**config.mk**
```make
export PLATFORM = sky130hd
export DESIGN_NAME = led_uart_reporter_flat
export DESIGN_NICKNAME = d
export VERILOG_FILES = /design/src/rtl/led_uart_reporter_if.sv /design/src/rtl/led_uart_reporter.sv /design/src/flat_wrapper.sv
export SDC_FILE = /design/constraint.sdc
export NUM_CORES = 1
export LEC_CHECK = 0
export BUFFER_PORTS_ARGS = -buffer_cell sky130_fd_sc_hd__buf_2
export CAP_MARGIN = 15
export CORE_ASPECT_RATIO = 0.75
export CORE_MARGIN = 2
export CORE_UTILIZATION = 60
export DETAILED_ROUTE_END_ITERATION = 6
export HOLD_SLACK_MARGIN = 0.02
export PLACE_DENSITY_LB_ADDON = 0.2
export SLEW_MARGIN = 20
export SYNTH_ARGS = -nofsm -noshare
export SYNTH_HDL_FRONTEND = slang
export SYNTH_SLANG_ARGS = --single-unit
```
**constraint.sdc**
```tcl
create_clock -name clk -period 9.49 [get_ports clk]
set_input_delay 0.4745 -clock clk [delete_from_list [all_inputs] [get_ports clk]]
set_output_delay 0.4745 -clock clk [all_outputs]
set_load 0.05 [all_outputs]
```
**src/rtl/led_uart_reporter_if.sv**
```systemverilog
// rtl/led_uart_reporter_if.sv - result value in, UART line and busy flag out
interface led_uart_reporter_if;
    logic [31:0] val;
    logic        txd;
    logic        busy;

    // Processor / observer side: supplies the value, watches the line.
    modport master (output val, input txd, input busy);
    // Reporter side: consumes the value, drives the line.
    modport slave (input val, output txd, output busy);
endinterface

```
**src/rtl/led_uart_reporter.sv**
```systemverilog
// rtl/led_uart_reporter.sv - reports each new led value as 8 hex chars + CR LF on UART 8N1
module led_uart_reporter #(
    parameter int CLKS_PER_BIT = 868
) (
    input  logic                 clk,
    input  logic                 rst,
    led_uart_reporter_if.slave   bus
);

    localparam int CW = (CLKS_PER_BIT > 1) ? $clog2(CLKS_PER_BIT) : 1;
    localparam logic [CW-1:0] BAUD_LAST = CW'(CLKS_PER_BIT - 1);

    typedef enum logic [1:0] {
        IDLE,
        START,
        DATA,
        STOP
    } state_t;

    state_t      state;
    logic [31:0] val_q;
    logic [31:0] last_sent;
    logic [31:0] msg;
    logic [CW-1:0] baud;
    logic [2:0]  bit_idx;
    logic [3:0]  char_idx;
    logic        txd_r;
    logic        busy_r;

    logic [3:0]  nib;
    logic [7:0]  cur_char;
    logic [2:0]  nxt_bit;
    logic        baud_end;

    assign bus.txd  = txd_r;
    assign bus.busy = busy_r;

    assign baud_end = (baud == BAUD_LAST);
    assign nxt_bit  = bit_idx + 3'd1;

    // Character currently being sent: eight nibbles MSB first, then CR, LF.
    always_comb begin
        nib = 4'h0;
        case (char_idx[2:0])
            3'd0: nib = msg[31:28];
            3'd1: nib = msg[27:24];
            3'd2: nib = msg[23:20];
            3'd3: nib = msg[19:16];
            3'd4: nib = msg[15:12];
            3'd5: nib = msg[11:8];
            3'd6: nib = msg[7:4];
            default: nib = msg[3:0];
        endcase
        if (char_idx == 4'd8) begin
            cur_char = 8'h0D;
        end else if (char_idx == 4'd9) begin
            cur_char = 8'h0A;
        end else if (nib < 4'd10) begin
            cur_char = 8'h30 + {4'h0, nib};
        end else begin
            cur_char = 8'h37 + {4'h0, nib};
        end
    end

    // Input sampling plus the transmit FSM; txd and busy are registered here.
    always_ff @(posedge clk) begin
        if (rst) begin
            state     <= IDLE;
            val_q     <= 32'h0;
            last_sent <= 32'h0;
            msg       <= 32'h0;
            baud      <= '0;
            bit_idx   <= 3'd0;
            char_idx  <= 4'd0;
            txd_r     <= 1'b1;
            busy_r    <= 1'b0;
        end else begin
            val_q <= bus.val;
            case (state)
                IDLE: begin
                    // Only the newest value is compared, so values that came and
                    // went during the previous message are never reported.
                    if (val_q != last_sent) begin
                        msg       <= val_q;
                        last_sent <= val_q;
                        char_idx  <= 4'd0;
                        baud      <= '0;
                        txd_r     <= 1'b0;
                        busy_r    <= 1'b1;
                        state     <= START;
                    end
                end
                START: begin
                    if (baud_end) begin
                        baud    <= '0;
                        bit_idx <= 3'd0;
                        txd_r   <= cur_char[0];
                        state   <= DATA;
                    end else begin
                        baud <= baud + 1'b1;
                    end
                end
                DATA: begin
                    if (baud_end) begin
                        baud <= '0;
                        if (bit_idx == 3'd7) begin
                            txd_r <= 1'b1;
                            state <= STOP;
                        end else begin
                            bit_idx <= nxt_bit;
                            txd_r   <= cur_char[nxt_bit];
                        end
                    end else begin
                        baud <= baud + 1'b1;
                    end
                end
                STOP: begin
                    if (baud_end) begin
                        baud <= '0;
                        if (char_idx == 4'd9) begin
                            busy_r <= 1'b0;
                            state  <= IDLE;
                        end else begin
                            char_idx <= char_idx + 4'd1;
                            txd_r    <= 1'b0;
                            state    <= START;
                        end
                    end else begin
                        baud <= baud + 1'b1;
                    end
                end
                default: begin
                    txd_r  <= 1'b1;
                    busy_r <= 1'b0;
                    state  <= IDLE;
                end
            endcase
        end
    end

endmodule

```
**src/flat_wrapper.sv**
```systemverilog
// flat-port wrapper written by rule: the top's interface ports become plain ports
module led_uart_reporter_flat 
#(
    parameter int CLKS_PER_BIT = 868
)
  (clk, rst, bus_val, bus_txd, bus_busy);
  led_uart_reporter_if bus_i ();
  input  logic clk;
  input  logic rst;
  input wire logic [$bits(bus_i.val)-1:0] bus_val;
  output wire logic [$bits(bus_i.txd)-1:0] bus_txd;
  output wire logic [$bits(bus_i.busy)-1:0] bus_busy;
  assign bus_i.val = bus_val;
  assign bus_txd = bus_i.txd;
  assign bus_busy = bus_i.busy;
  led_uart_reporter #(.CLKS_PER_BIT(CLKS_PER_BIT)) u_core (.clk(clk), .rst(rst), .bus(bus_i));
endmodule
```
* Word level (Yosys, flattened, before mapping)
Index checks and enable logic that the tools add are counted.
** Operators by class
- Add/subtract/negate cells :: 5
- $mul :: 0
- Divide/modulo/power cells :: 0
- Order comparisons :: 2
- Equality and inequality tests :: 22
- Shifts and indexed selects :: 0
- Mux-type cells :: 35
- Bitwise gates (word level) :: 0
- Reductions and logical operators :: 11
** Operators with widths (count)
- $ne A32 B32 Y1 :: 1
- $pmux W4 S7 :: 1
- $mux W8 :: 3
- $mux W10 :: 2
- $pmux W10 S2 :: 1
- $add A6 B4 Y7 const A :: 2
- $eq A3 B3 Y1 const B :: 4
- $mux W4 :: 3
- $ne A2 B1 Y1 const B :: 6
- $reduce_and A4 Y1 :: 3
- $mux W1 :: 11
- $add A10 B1 Y10 const B :: 1
- $eq A10 B10 Y1 const B :: 1
- $mux W2 :: 5
- $reduce_and A5 Y1 :: 2
- $mux W3 :: 3
- $eq A4 B4 Y1 const B :: 2
- $pmux W2 S4 :: 1
- $pmux W4 S2 :: 1
- $eq A3 B2 Y1 const B :: 2
- $pmux W3 S2 :: 1
- $add A4 B1 Y4 const B :: 1
- $eq A2 B2 Y1 const B :: 2
- $lt A3 B4 Y1 const B :: 1
- 13 further kinds :: 15
** Storage, ports and cells
- Flip-flop bits (word level) :: 85
- Latch bits :: 0
- Bits in writable memories :: 0
- Memory bits (read-only) :: 0
- Input port bits :: 34
- Word-level logic and storage cells :: 83
- Memories kept :: 0

* Depth between registers and ports, before layout
Gate-level depths: netlist (run 1).
- Depth in word-level cells :: 11
- Mapped depth :: 15

* Least setup slack after synthesis (run 1)
Ideal clock, no wire load.
- Path kind :: reg2reg
- Start point :: reg u_core.char_idx[0]
- End point :: reg u_core.txd_r, in the netlist u_core.bus.txd
- Library setup time :: 0.134 ns
- Arrival time :: 2.905 ns
- Path slack :: 6.451 ns
- Cell stages (with the launch flop) :: 15
- Path buffers :: 1
- Clock period less this slack :: 3.039 ns
- Cell sequence :: dfxtp_1 > ha_1 > ha_1 > or4_4 > buf_6 > nand2_1 > o22ai_1 > ha_1 > and2_1 > o2111ai_1 > o32ai_1 > a211oi_1 > o311ai_2 > a2111oi_1 > a311oi_1
** On the way
- Word-level cells in the longest chain between the ends :: 11
- Elaborated cells between the ends (all ways) :: 24
** Ends and longest elaborated chain
- start: declaration :: line led_uart_reporter.sv:26 : logic [3:0] char_idx;
- start signal: assignment :: line led_uart_reporter.sv:124 : char_idx <= char_idx + 4'd1;
- $eq A3 B3 Y1 (tied with other cells) :: line led_uart_reporter.sv:44 : case (char_idx[2:0])
- $pmux W4 S7 :: line led_uart_reporter.sv:44
- $add A6 B4 Y7 (tied with other cells) :: line led_uart_reporter.sv:61 : cur_char = 8'h37 + {4'h0, nib};
- $mux W8 :: line led_uart_reporter.sv:58 : end else if (nib < 4'd10) begin
- $mux W8 :: line led_uart_reporter.sv:56 : end else if (char_idx == 4'd9) begin
- $mux W8 :: line led_uart_reporter.sv:54 : if (char_idx == 4'd8) begin
- $bmux W1 S3 :: line led_uart_reporter.sv:111 : txd_r <= cur_char[nxt_bit];
- $mux W1 (not written as such) :: line led_uart_reporter.sv:111
- $mux W1 :: line led_uart_reporter.sv:106 : if (bit_idx == 3'd7) begin
- $mux W1 :: line led_uart_reporter.sv:104 : if (baud_end) begin
- $pmux W1 S4 :: line led_uart_reporter.sv:79 : case (state)
- end signal: assignment :: line led_uart_reporter.sv:97 : txd_r <= cur_char[0];
- end signal: assignment :: line led_uart_reporter.sv:111
- end: declaration :: line led_uart_reporter.sv:27 : logic txd_r;
Parallel ways exist; a longest one is shown, timed or not. The select of a mux whose other input is x is not followed.
A chain may end at the register's enable or synchronous reset.

* Worst setup path in the final report (run 1)
- Start point :: reg u_core.char_idx[2]
- End point :: reg u_core.txd_r, in the netlist u_core.bus.txd
The elaborated chain is that of the path after synthesis.

==> results by group, run 1 <==
Synthesis
  • Fraction of synthesized cell area in xor and xnor cells: 0.0923
  • Post-synth top cells: dfxtp_1, nor2_1, xnor2_1
  • Area leader, netlist: dfxtp_1
  • Synth Warn #: 0
  • Synth async-reset ratio: 0
  • Synthesized area: 4080 sq um
  • Largest family of logic cells by synthesized area: simple AND/OR/NAND/NOR gates
  • Syn_area_per_cell: 9.60 sq um
  • Sequential share of the synthesized area: 0.417
  • Cells after Synth: 425
  • EDFF count, synth: 0
  • Dominant cell by count in the synthesized netlist: dfxtp_1
  • Adder-Cell Fraction of Synth Area: 0.0429
  • Simple-gate share of the synthesized area: 0.194
  • Yosys reg bits: between 80 and 90
  • Synth Flop Type: dfxtp_1
  • Post-synthesis mux area share: 0.0963
  • Synth Area in Compound Gates: 0.116
  • Synth top area share: 0.417
  • Top cells by area, synth: dfxtp_1, mux2i_1, xnor2_1, nor2b_1, nor2_1
  • Cell variety after synth: 61
  • Post-synthesis net count: 473

Timing
  • Fin Clk Skew: 11.0 ps
  • Peak Freq: approximately 0.27 GHz
  • Setup-failing EPs final: 0
  • Worst slew margin: 0.320
  • Hold Fails Final Rpt: 0
  • Setup total negative slack: 0 ps
  • Worst Tran Pin Value: 1020 ps
  • Hold_ws: 314 ps
  • Final Cycle Share: 0.392
  • Final slew viol count: 0
  • Final Critical Period: roughly 3700 ps
  • RSZ-0062 raised after global routing: false
  • Worst Slack Setup Final: 5770 ps

Drt
  • Post-DR wirelength/cell: 15.3 um
  • Via count: 3127
  • Remaining DRCs: 0
  • Drt pass-1 iters: 5
  • Vias per cell: 5.81
  • ANT nets after route: 0
  • Total Wirelength: 8.25 mm
  • Initial DRC Count: 195

Placed design
  • Gpl congestion: 0.831
  • DP Worst Slack: 5890 ps
  • Placed cells: 523
  • Placed Area: around 4200 sq um
  • IO Port Bufs: 35
  • Post-DP HPWL: 5.88 mm

Critical path
  • CP endpoint: u_core.bus.txd$_SDFFE_PP1P_
  • R2R Path End: u_core.bus.txd$_SDFFE_PP1P_
  • Highest fanout seen on the critical path: 14
  • Crit path top cell by count: ha_1
  • Worst Path Buf+Inv: 1
  • Worst reg2reg path depth: 13
  • CP required: 9730 ps
  • Type of origin of the critical path: flip-flop
  • R2r setup slk: 5770 ps
  • Critical path depth: 13
  • Setup Crit Path Kind: reg -> reg
  • Critical Path, Cell by Cell: inv_1 -> ha_1 -> or4_4 -> nand2_1 -> o22ai_1 -> ha_1 -> and2_1 -> o2111ai_1 -> o32ai_1 -> a211oi_1 -> o311ai_2 -> a2111oi_1 -> a311oi_1
  • CP arrival: approximately 4000 ps
  • CP delay by family, top: compound AO/OA/AOI/OAI gates
  • Critical R2R Launch: u_core.char_idx[2]$_SDFFE_PP0P_
  • Crit. End Element: flip-flop
  • Crit. Startpoint: u_core.char_idx[2]$_SDFFE_PP0P_
  • Max incr delay on CP: approximately 670 ps
  • CP max-delay cell: dfxtp_1

Floorplanning
  • Die width: 99.2 um
  • Num ports: 36
  • Die height: 75.4 um
  • Core Region: between 6000 and 7000 sq um
  • Starting density of the core: 0.633
  • FP Rows: 25
  • Full die area: 7480 sq um

Power
  • NetSw: 0.319 mW
  • Power density cells: 226 nW/um^2
  • Clock share of power: 0.304
  • Flop pwr share: 0.433
  • Internal: 0.692 mW
  • Overall power after layout: about 1.0 mW
  • Leakage power: 1.69 nW
  • Combinational Power Share: 0.263
  • Switching Share: 0.316
  • Peak VDD IR: between 0.0001 and 0.00015 V

Flow run
  • Max-cap viol count: 0

Clock network
  • CTS buffer count: 9
  • Clock Tree Buf Depth: 2
  • CTS Root Cell: clkbuf_8
  • Clock Latency Late Sink: 360 ps
  • H-Tree Depth: 3
  • Setup bufs post-CTS: 0
  • Clock transition at path regs: roughly 90 ps
  • Resize count post-CTS: 0
  • CTS tree: done
  • Post-cts hold buffer count: 0
  • Clock Sink Count: 85

Finish
  • Layout Nets: 501
  • Non-filler instance count after layout: 538
  • Post-Layout Inst Area: 4480 sq um
  • Utilization after layout: 0.695
  • Diodes inserted: 0
  • Area Overhead vs Synth: 9.69%
  • Fraction of layout instances using a drive strength above 1: 0.142

GRT
  • Grt ovf: 0
  • GRT Util Overall: 0.238
  • Initial antenna violation count: 0
  • First-pass GRT wire length: 13.9 mm
  • Vias in the first global route: 2988
  • Largest net degree at the start of global routing: 78

Run status
  • Outcome: finished clean

Min path
  • Worst min path class: in -> reg
per-layer routing:
layer  global-route usage  wire, um
met5                    0         0
met4               0.0791       119
met3               0.0679       525
met2                0.393      3700
met1                0.306      3910
worst register-to-register path: stages (launching register included):
cell and delay (ps):
dfxtp_1 670, inv_1 170, ha_1 310, or4_4 630, nand2_1 90, o22ai_1 90
ha_1 260, and2_1 200, o2111ai_1 100, o32ai_1 140, a211oi_1 280, o311ai_2 130
a2111oi_1 420, a311oi_1 90
power by group through the flow:
stage	combinational (mW)	clock (mW)	sequential, mW
after global placement	0.255	0	0.443
final	0.266	0.308	0.437
after detailed placement	0.263	0	0.444
after floorplan	0.210	0	0.443
after CTS	0.264	0.313	0.437
after global routing	0.293	0.328	0.443
placed cells by master (no fill, tap or decap), types with 4 or more instances in the layout:
master	count
dfxtp_1	85
nor2_1	53
xnor2_1	38
mux2i_1	37
buf_2	35
nor2b_1	33
nand2_1	21
nand4_1	14
a21oi_1	14
ha_1	14
inv_1	9
o21ai_0	9
clkbuf_8	9
nand3_1	6
xor2_1	5
or3_1	4
and3_1	4
a311oi_1	4
flip-flops by register name (all words and copies together), names as in the netlist:
register,count
u_core.last_sent,32
u_core.val_q,32
u_core.baud,10
u_core.char_idx,4
u_core.bit_idx,3
u_core.state,2
u_core.bus.busy,1
u_core.bus.txd,1
final cells by class:
cell class / count / area, sq um
multi-input combinational: 312 / 2210
inverter: 9 / 33.8
clock buffer: 9 / 124
fill: 530 / 1970
sequential: 85 / 1700
clock inverter: 6 / 119
timing repair buffer: 36 / 183
tap: 81 / 101
kinds of logic (layout without fill, tap and decap cells):
logic type,after synthesis,count (layout)
and+or+nand+nor,154,154
DFF,85,85
AOI/OAI and AO/OA,62,62
xor gates and xnor gates,43,43
muxes,39,39
buffers and inverters,28,60
adders and majority gates,14,14
how the worst min path moves through the flow:
stage,startpoint,endpoint,slack (ps),depth (start not counted)
6_report,bus_val[4],u_core.val_q[4]$_SDFF_PP0_,310,2
5_1_grt,bus_val[30],u_core.val_q[30]$_SDFF_PP0_,310,2
4_1_cts,bus_val[29],u_core.val_q[29]$_SDFF_PP0_,310,2
3_5_place_dp,u_core.bit_idx[1]$_SDFFE_PP0P_,u_core.bit_idx[1]$_SDFFE_PP0P_,460,2
3_3_place_gp,u_core.bit_idx[2]$_SDFFE_PP0P_,u_core.bit_idx[2]$_SDFFE_PP0P_,450,2
2_1_floorplan,u_core.bit_idx[1]$_SDFFE_PP0P_,u_core.bit_idx[1]$_SDFFE_PP0P_,440,2
Power figures use the tool's default switching activity.
==> run 2: changes to the inputs <==
--- a/config.mk
+++ b/config.mk
@@ -9,7 +9,7 @@
 export CAP_MARGIN = 15
 export CORE_ASPECT_RATIO = 0.75
 export CORE_MARGIN = 2
-export CORE_UTILIZATION = 60
+export CORE_UTILIZATION = 53
 export DETAILED_ROUTE_END_ITERATION = 6
 export HOLD_SLACK_MARGIN = 0.02
 export PLACE_DENSITY_LB_ADDON = 0.2
==> constraint.sdc (replaced) <==
create_clock -name clk -period 3.27 [get_ports clk]
set_input_delay 0.1635 -clock clk [delete_from_list [all_inputs] [get_ports clk]]
set_output_delay 0.1635 -clock clk [all_outputs]
set_load 0.05 [all_outputs]
==> run 2 against run 1 <==
  * Final area is 9.6% higher
  * Register-to-register slack worse by 5700 ps
  * Count of clock-buffer cells in the layout increased by 2
  * Critical path depth unchanged
  * Sequential power rose to 2.9 times the previous value
  * Largest cell class unchanged
  * Maximum frequency rose by 18%
  * Critical path type unchanged
  * Clock skew up 1.5 ps
==> results by group, run 2 (synthesized netlist as in run 1, its figures left out) <==
Run status
  • Outcome: finished clean

Flow run
  • Max-cap viol count: 0 (unchanged)

Timing
  • Setup total negative slack: 0 ps (unchanged)
  • Worst Tran Pin Value: 627 ps (-390 ps)
  • Final slew viol count: 0 (unchanged)
  • Hold Fails Final Rpt: 0 (unchanged)
  • Setup-failing EPs final: 0 (unchanged)
  • Final Critical Period: 3160 ps (-558 ps)
  • Peak Freq: 0.317 GHz (+18%)
  • Final Cycle Share: 0.966 (+0.574)
  • Hold_ws: 36.9 ps (-277 ps)
  • Fin Clk Skew: 12.5 ps (+1.52 ps)
  • Worst slew margin: 0.578 (+0.258)
  • Worst Slack Setup Final: 111 ps (-5660 ps)

Finish
  • Top Registers: u_core.last_sent (32), u_core.val_q (32), u_core.baud (10)
  • Area of the multi-input gates: 2280 sq um (+2.9%)
  • Layout Nets: 541 (+8.0%)
  • Commonest non-fill, non-tap cell in the layout: dfxtp_1
  • Fraction of layout instances using a drive strength above 1: 0.171 (+0.0285)
  • Non-filler instance count after layout: 599 (+11%)
  • Utilization after layout: 0.663 (-0.0316)
  • Register area: 1700 sq um (+0.15%)
  • Fillers: 612 (+15%)
  • Most frequent cells in the layout: dfxtp_1, nor2_1, xnor2_1
  • Area Overhead vs Synth: 20.2%
  • Diodes inserted: 0 (unchanged)
  • Post-Layout Inst Area: 4900 sq um (+9.6%)

Power
  • Leakage power: 1.85 nW (+9.0%)
  • Overall power after layout: 2.83 mW (+180%)
  • Power density cells: 578 nW/um^2 (+160%)
  • Peak VDD IR: 0.000338 V (+190%)

GRT
  • M2 GR Usage: 0.352 (-0.0404)
  • GRT busiest layer: met2
  • Grt ovf: 0 (unchanged)
  • First-pass GRT wire length: 14.8 mm (+6.6%)
  • Vias in the first global route: 3137 (+5.0%)
  • GRT Util Overall: 0.225 (-0.0122)
  • Global Route met3 Usage: 0.0588 (-0.00911)
  • Global Route met1 Usage: 0.300 (-0.00545)
  • Initial antenna violation count: 0 (unchanged)
  • Largest net degree at the start of global routing: 55 (-29%)

Placed design
  • Placed cells: 550 (+5.2%)
  • IO Port Bufs: 35 (unchanged)
  • Gpl congestion: 0.814 (-2.0%)
  • Post-DP HPWL: 5.90 mm (+0.28%)
  • DP Worst Slack: -1.95 ps (-5890 ps)
  • Placed Area: 4320 sq um (+2.1%)

Drt
  • ANT nets after route: 0 (unchanged)
  • Total Wirelength: 8.85 mm (+7.3%)
  • Vias per cell: 5.38 (-7.5%)
  • Initial DRC Count: 186 (-4.6%)
  • Via count: 3220 (+3.0%)
  • Remaining DRCs: 0 (unchanged)
  • Drt pass-1 iters: 4 (-1)
  • Post-DR wirelength/cell: 14.8 um (-3.7%)

Clock network
  • CTS buffer count: 9 (unchanged)
  • CTS Root Cell: clkbuf_8
  • CTS tree: done
  • Clock Tree Buf Depth: 2 (unchanged)
  • Clock Sink Count: 85 (unchanged)
  • Clock transition at path regs: 90 ps (about the same)
  • Clock Latency Late Sink: 370 ps (about the same)
  • H-Tree Depth: 3 (unchanged)

Critical path
  • Critical Path, Cell by Cell: ha_1 -> ha_2 -> or4_4 -> nand2_1 -> o22ai_2 -> ha_4 -> and2_1 -> o211ai_1 -> a21oi_1 -> a211oi_1 -> o32ai_2 -> a2111oi_2 -> a311oi_1
  • Highest fanout seen on the critical path: 6 (-8)
  • Crit. End Element: flip-flop
  • Crit. Startpoint: u_core.char_idx[0]$_SDFFE_PP0P_
  • Critical R2R Launch: u_core.char_idx[0]$_SDFFE_PP0P_
  • CP max-delay cell: or4_4
  • R2r setup slk: 110 ps (-5660 ps)
  • R2R Path End: u_core.bus.txd$_SDFFE_PP1P_
  • CP required: 3510 ps (-6220 ps)
  • Type of origin of the critical path: flip-flop
  • Worst reg2reg path depth: 13 (unchanged)
  • Setup Crit Path Kind: reg -> reg
  • Max incr delay on CP: 590 ps (-80 ps)
  • CP arrival: 3400 ps (-550 ps)

Min path
  • Hold path endpoint: u_core.val_q[3]$_SDFF_PP0_
  • HP Start: bus_val[3]
  • Worst Hold Path Cells: 2 (unchanged)
  • Worst min path class: in -> reg

Floorplanning
  • Die height: 80.0 um (+6.1%)
  • Full die area: 8420 sq um (+13%)
  • Die width: 105 um (+6.1%)
  • Core Region: 7400 sq um (+15%)
  • FP Rows: 27 (+8.0%)
  • Starting density of the core: 0.551 (-0.0817)
  • Num ports: 36 (unchanged)
-- run 2: cell types whose count changed in the layout (fill, tap and decap cells not counted), sizes merged --
cell,change
buf,+9
bufinv,-2
clkbuf,+2
clkinvlp,+2
dlygate4sd3,+31
inv,-1
-- run 2: cell type report --
type	count	share of cell area
flip-flops and latches	85	0.347
clock buffers	11	0.0268
clock inverters	5	0.0120
inverters	9	0.00689
well taps	101	0.0258
multi-input cells	312	0.464
repair buffers	76	0.117
-- run 2: how the worst max path moves through the flow --
stage	to	slack (ps)	depth (start not counted)
after floorplan	u_core.bus.txd$_SDFFE_PP1P_	230	14
final	u_core.bus.txd$_SDFFE_PP1P_	110	13
after global routing	u_core.bus.txd$_SDFFE_PP1P_	-6	12
after global placement	u_core.bus.txd$_SDFFE_PP1P_	170	13
after CTS	u_core.bus.txd$_SDFFE_PP1P_	20	13
after detailed placement	u_core.bus.txd$_SDFFE_PP1P_	-2	14
-- run 2: what timing repair did --
item / CTS / global route
pin swaps: 0 / 5
buffers inserted: 0 / 2
hold buffers: 31 / 0
setup endpoints to repair: 1 / 1
hold endpoints to repair: 31 / 0
cloned: 0 / 0
gates resized for setup: 1 / 15
-- run 2: worst max-delay path, delay by kind of cell (launching register included) --
family | cells | cell delay, ps
AO/OA/AOI/OAI | 7 | 1200
adder cells (fa/ha/maj) | 3 | 590
flip-flops | 1 | 360
AND/OR/NAND/NOR | 3 | 870
-- run 2: power by group --
part / switching (mW) / internal [mW] / leakage [nW]
Clock: 0.378 / 0.355 / 0.0899
Sequential: 0.124 / 1.15 / 0.700
Combinational: 0.438 / 0.391 / 1.06
Total: 0.939 / 1.89 / 1.85
-- run 2: routing by layer --
layer | vias to the layer above | share of wire
met5 | - | 0
met4 | 0 | 0.015
met3 | 13 | 0.046
met2 | 76 | 0.44
met1 | 1504 | 0.50
li1 | 1627 | -
==> run 3: changes to the inputs <==
--- a/config.mk
+++ b/config.mk
@@ -9,7 +9,7 @@
 export CAP_MARGIN = 15
 export CORE_ASPECT_RATIO = 0.75
 export CORE_MARGIN = 2
-export CORE_UTILIZATION = 53
+export CORE_UTILIZATION = 59
 export DETAILED_ROUTE_END_ITERATION = 6
 export HOLD_SLACK_MARGIN = 0.02
 export PLACE_DENSITY_LB_ADDON = 0.2
==> constraint.sdc (replaced) <==
create_clock -name clk -period 3.6 [get_ports clk]
set_input_delay 0.18 -clock clk [delete_from_list [all_inputs] [get_ports clk]]
set_output_delay 0.18 -clock clk [all_outputs]
set_load 0.05 [all_outputs]
==> run 3 against run 2 <==
  * Die area is 9.7% lower
  * Maximum frequency decreased by 5.6%
  * Sequential share of layout area increased by 1.2 points
  * Non-clock buffer count fell by 17
  * Sequential cell count did not move
  * Register-to-register slack improved by 140 ps
  * Sequential power down 9%
  * Core utilization up 3.6 points
  * Power shrank 5.4%
  * Worst setup slack better by 140 ps
  * Combinational power shrank 11%
  * Critical path type unchanged
  * Critical endpoint unchanged
  * Largest cell class unchanged
==> results by group, run 3 (synthesized netlist as in run 1, its figures left out) <==
Run status
  • Outcome: finished clean

Finish
  • Most frequent cells in the layout: dfxtp_1, nor2_1, xnor2_1
  • Diodes inserted: 0 (unchanged)
  • Commonest non-fill, non-tap cell in the layout: dfxtp_1
  • Layout Nets: 524 (-3.1%)
  • Fillers: 529 (-14%)
  • Top Registers: u_core.last_sent (32), u_core.val_q (32), u_core.baud (10)
  • Area Overhead vs Synth: 15.9%
  • Fraction of layout instances using a drive strength above 1: 0.156 (-0.0148)
  • Non-filler instance count after layout: 565 (-5.7%)

Drt
  • Remaining DRCs: 0 (unchanged)
  • Total Wirelength: 8.51 mm (-3.9%)
  • Drt pass-1 iters: 5 (+1)
  • Post-DR wirelength/cell: 15.1 um (+1.9%)
  • Via count: 3209 (-0.34%)
  • ANT nets after route: 0 (unchanged)
  • Vias per cell: 5.68 (+5.7%)
  • Initial DRC Count: 238 (+28%)

Timing
  • Hold Fails Final Rpt: 0 (unchanged)
  • Worst Tran Pin Value: 913 ps (+285 ps)
  • RSZ-0062 raised after global routing: false
  • Fin Clk Skew: 8.46 ps (-4.06 ps)
  • Setup total negative slack: 0 ps (unchanged)
  • Peak Freq: 0.299 GHz (-5.6%)
  • Final Critical Period: 3340 ps (+186 ps)
  • Worst slew margin: 0.391 (-0.186)
  • Final slew viol count: 0 (unchanged)
  • Final Cycle Share: 0.929 (-0.0368)
  • Setup-failing EPs final: 0 (unchanged)

Clock network
  • CTS buffer count: 9 (unchanged)
  • H-Tree Depth: 3 (unchanged)
  • Clock transition at path regs: 90 ps (about the same)
  • CTS tree: done
  • CTS Root Cell: clkbuf_8
  • Clock Sink Count: 85 (unchanged)
  • Clock Tree Buf Depth: 2 (unchanged)
  • Clock Latency Late Sink: 360 ps (about the same)

GRT
  • Global Route met1 Usage: 0.326 (+0.0258)
  • First-pass GRT wire length: 14.2 mm (-4.0%)
  • Largest net degree at the start of global routing: 52 (-5.5%)
  • Initial antenna violation count: 0 (unchanged)
  • GRT Util Overall: 0.236 (+0.0103)
  • GRT busiest layer: met2
  • Grt ovf: 0 (unchanged)
  • M2 GR Usage: 0.360 (+0.00788)
  • Vias in the first global route: 3003 (-4.3%)
  • Global Route met3 Usage: 0.0578 (-0.000977)

Floorplanning
  • Core Region: 6770 sq um (-8.5%)
  • Starting density of the core: 0.603 (+0.0515)
  • Num ports: 36 (unchanged)
  • FP Rows: 26 (-3.7%)
  • Full die area: 7600 sq um (-9.7%)
  • Die height: 76.0 um (-5.0%)
  • Die width: 100 um (-5.0%)

Critical path
  • Highest fanout seen on the critical path: 6 (unchanged)
  • Crit. End Element: flip-flop
  • Max incr delay on CP: 590 ps (about the same)
  • CP required: 3860 ps (+350 ps)
  • Setup Crit Path Kind: reg -> reg
  • CP max-delay cell: or4_4
  • Crit path top cell by count: ha_1
  • Critical Path, Cell by Cell: inv_1 -> ha_1 -> or4_4 -> o22ai_1 -> ha_1 -> and2_1 -> o2111ai_1 -> o32ai_1 -> a211oi_1 -> o311ai_2 -> a2111oi_2 -> a311oi_1
  • CP arrival: 3600 ps (+200 ps)
  • Type of origin of the critical path: flip-flop

Placed design
  • IO Port Bufs: 35 (unchanged)
  • Placed cells: 528 (-4.0%)
  • Gpl congestion: 0.790 (-3.0%)
  • Post-DP HPWL: 5.95 mm (+0.90%)

Power
  • Power density cells: 566 nW/um^2 (-2.0%)
  • Leakage power: 1.80 nW (-2.4%)
  • Peak VDD IR: 0.000319 V (-5.6%)

Flow run
  • Max-cap viol count: 0 (unchanged)

Min path
  • Worst min path class: in -> reg
[run 3: metal layers]
metal / vias to the layer above / routed length, um / share of wire
li1: 1588 / - / -
met1: 1515 / 4200 / 0.49
met2: 89 / 3770 / 0.44
met3: 17 / 384 / 0.045
met4: 0 / 161 / 0.019
met5: - / 0 / 0
[run 3: final timing paths]
check,slack [ps],depth (start not counted),from,to
setup / recovery,260,12,u_core.char_idx[0]$_SDFFE_PP0P_,u_core.bus.txd$_SDFFE_PP1P_
hold / removal,30,2,bus_val[16],u_core.val_q[16]$_SDFF_PP0_
setup reg to reg,260,12,u_core.char_idx[0]$_SDFFE_PP0P_,u_core.bus.txd$_SDFFE_PP1P_
hold reg to reg,470,2,u_core.bit_idx[2]$_SDFFE_PP0P_,u_core.bit_idx[2]$_SDFFE_PP0P_
[run 3: area by class of cell]
| cell class | instances | area, sq um | share of cell area |
|---|---|---|---|
| Clock buffer | 10 | 138 | 0.0291 |
| Multi-Input combinational cell | 312 | 2240 | 0.473 |
| Sequential cell | 85 | 1700 | 0.360 |
| Inverter | 9 | 33.8 | 0.00714 |
| Tap cell | 84 | 105 | 0.0222 |
| Clock inverter | 6 | 100 | 0.0212 |
| Timing Repair Buffer | 59 | 415 | 0.0878 |
[run 3: stage by stage]
| stage | total power, mW | hold WS [ps] | cell area (sq um) | worst slack, ps | utilization |
|---|---|---|---|---|---|
| after floorplan | 1.72 | 308 | 4080 | 561 | - |
| after global placement | 1.86 | 388 | 4260 | 467 | 0.630 |
| after detailed placement | 1.88 | 392 | 4260 | 175 | 0.630 |
| after CTS | 2.68 | 20.1 | 4690 | 172 | 0.693 |
| after global routing | 2.80 | 27.0 | 4730 | 1.39 | 0.699 |
| final | 2.68 | 26.1 | 4730 | 255 | 0.699 |
[run 3: worst max-delay path, delay by kind of cell (launching register included)]
kind / cells / cell delay, ps
AND/OR/NAND/NOR: 2 / 760
buffers and inverters: 1 / 100
flip-flops: 1 / 430
adder cells (fa/ha/maj): 2 / 570
AO/OA/AOI/OAI: 7 / 1380
[run 3: power breakdown]
| group | internal (mW) | switching (mW) | total (mW) | leakage (nW) |
|---|---|---|---|---|
| clock network | 0.423 | 0.363 | 0.786 | 0.121 |
| registers | 1.04 | 0.109 | 1.15 | 0.699 |
| logic | 0.342 | 0.399 | 0.741 | 0.981 |
| total | 1.81 | 0.872 | 2.68 | 1.80 |
[run 3: repair_timing]
item                                    4_1_cts  5_1_grt
setup buffers                                 0        2
hold buffers                                 19        0
endpoints found under the setup margin        0        1
hold endpoints to repair                     19        0
gates resized for setup                       0        6
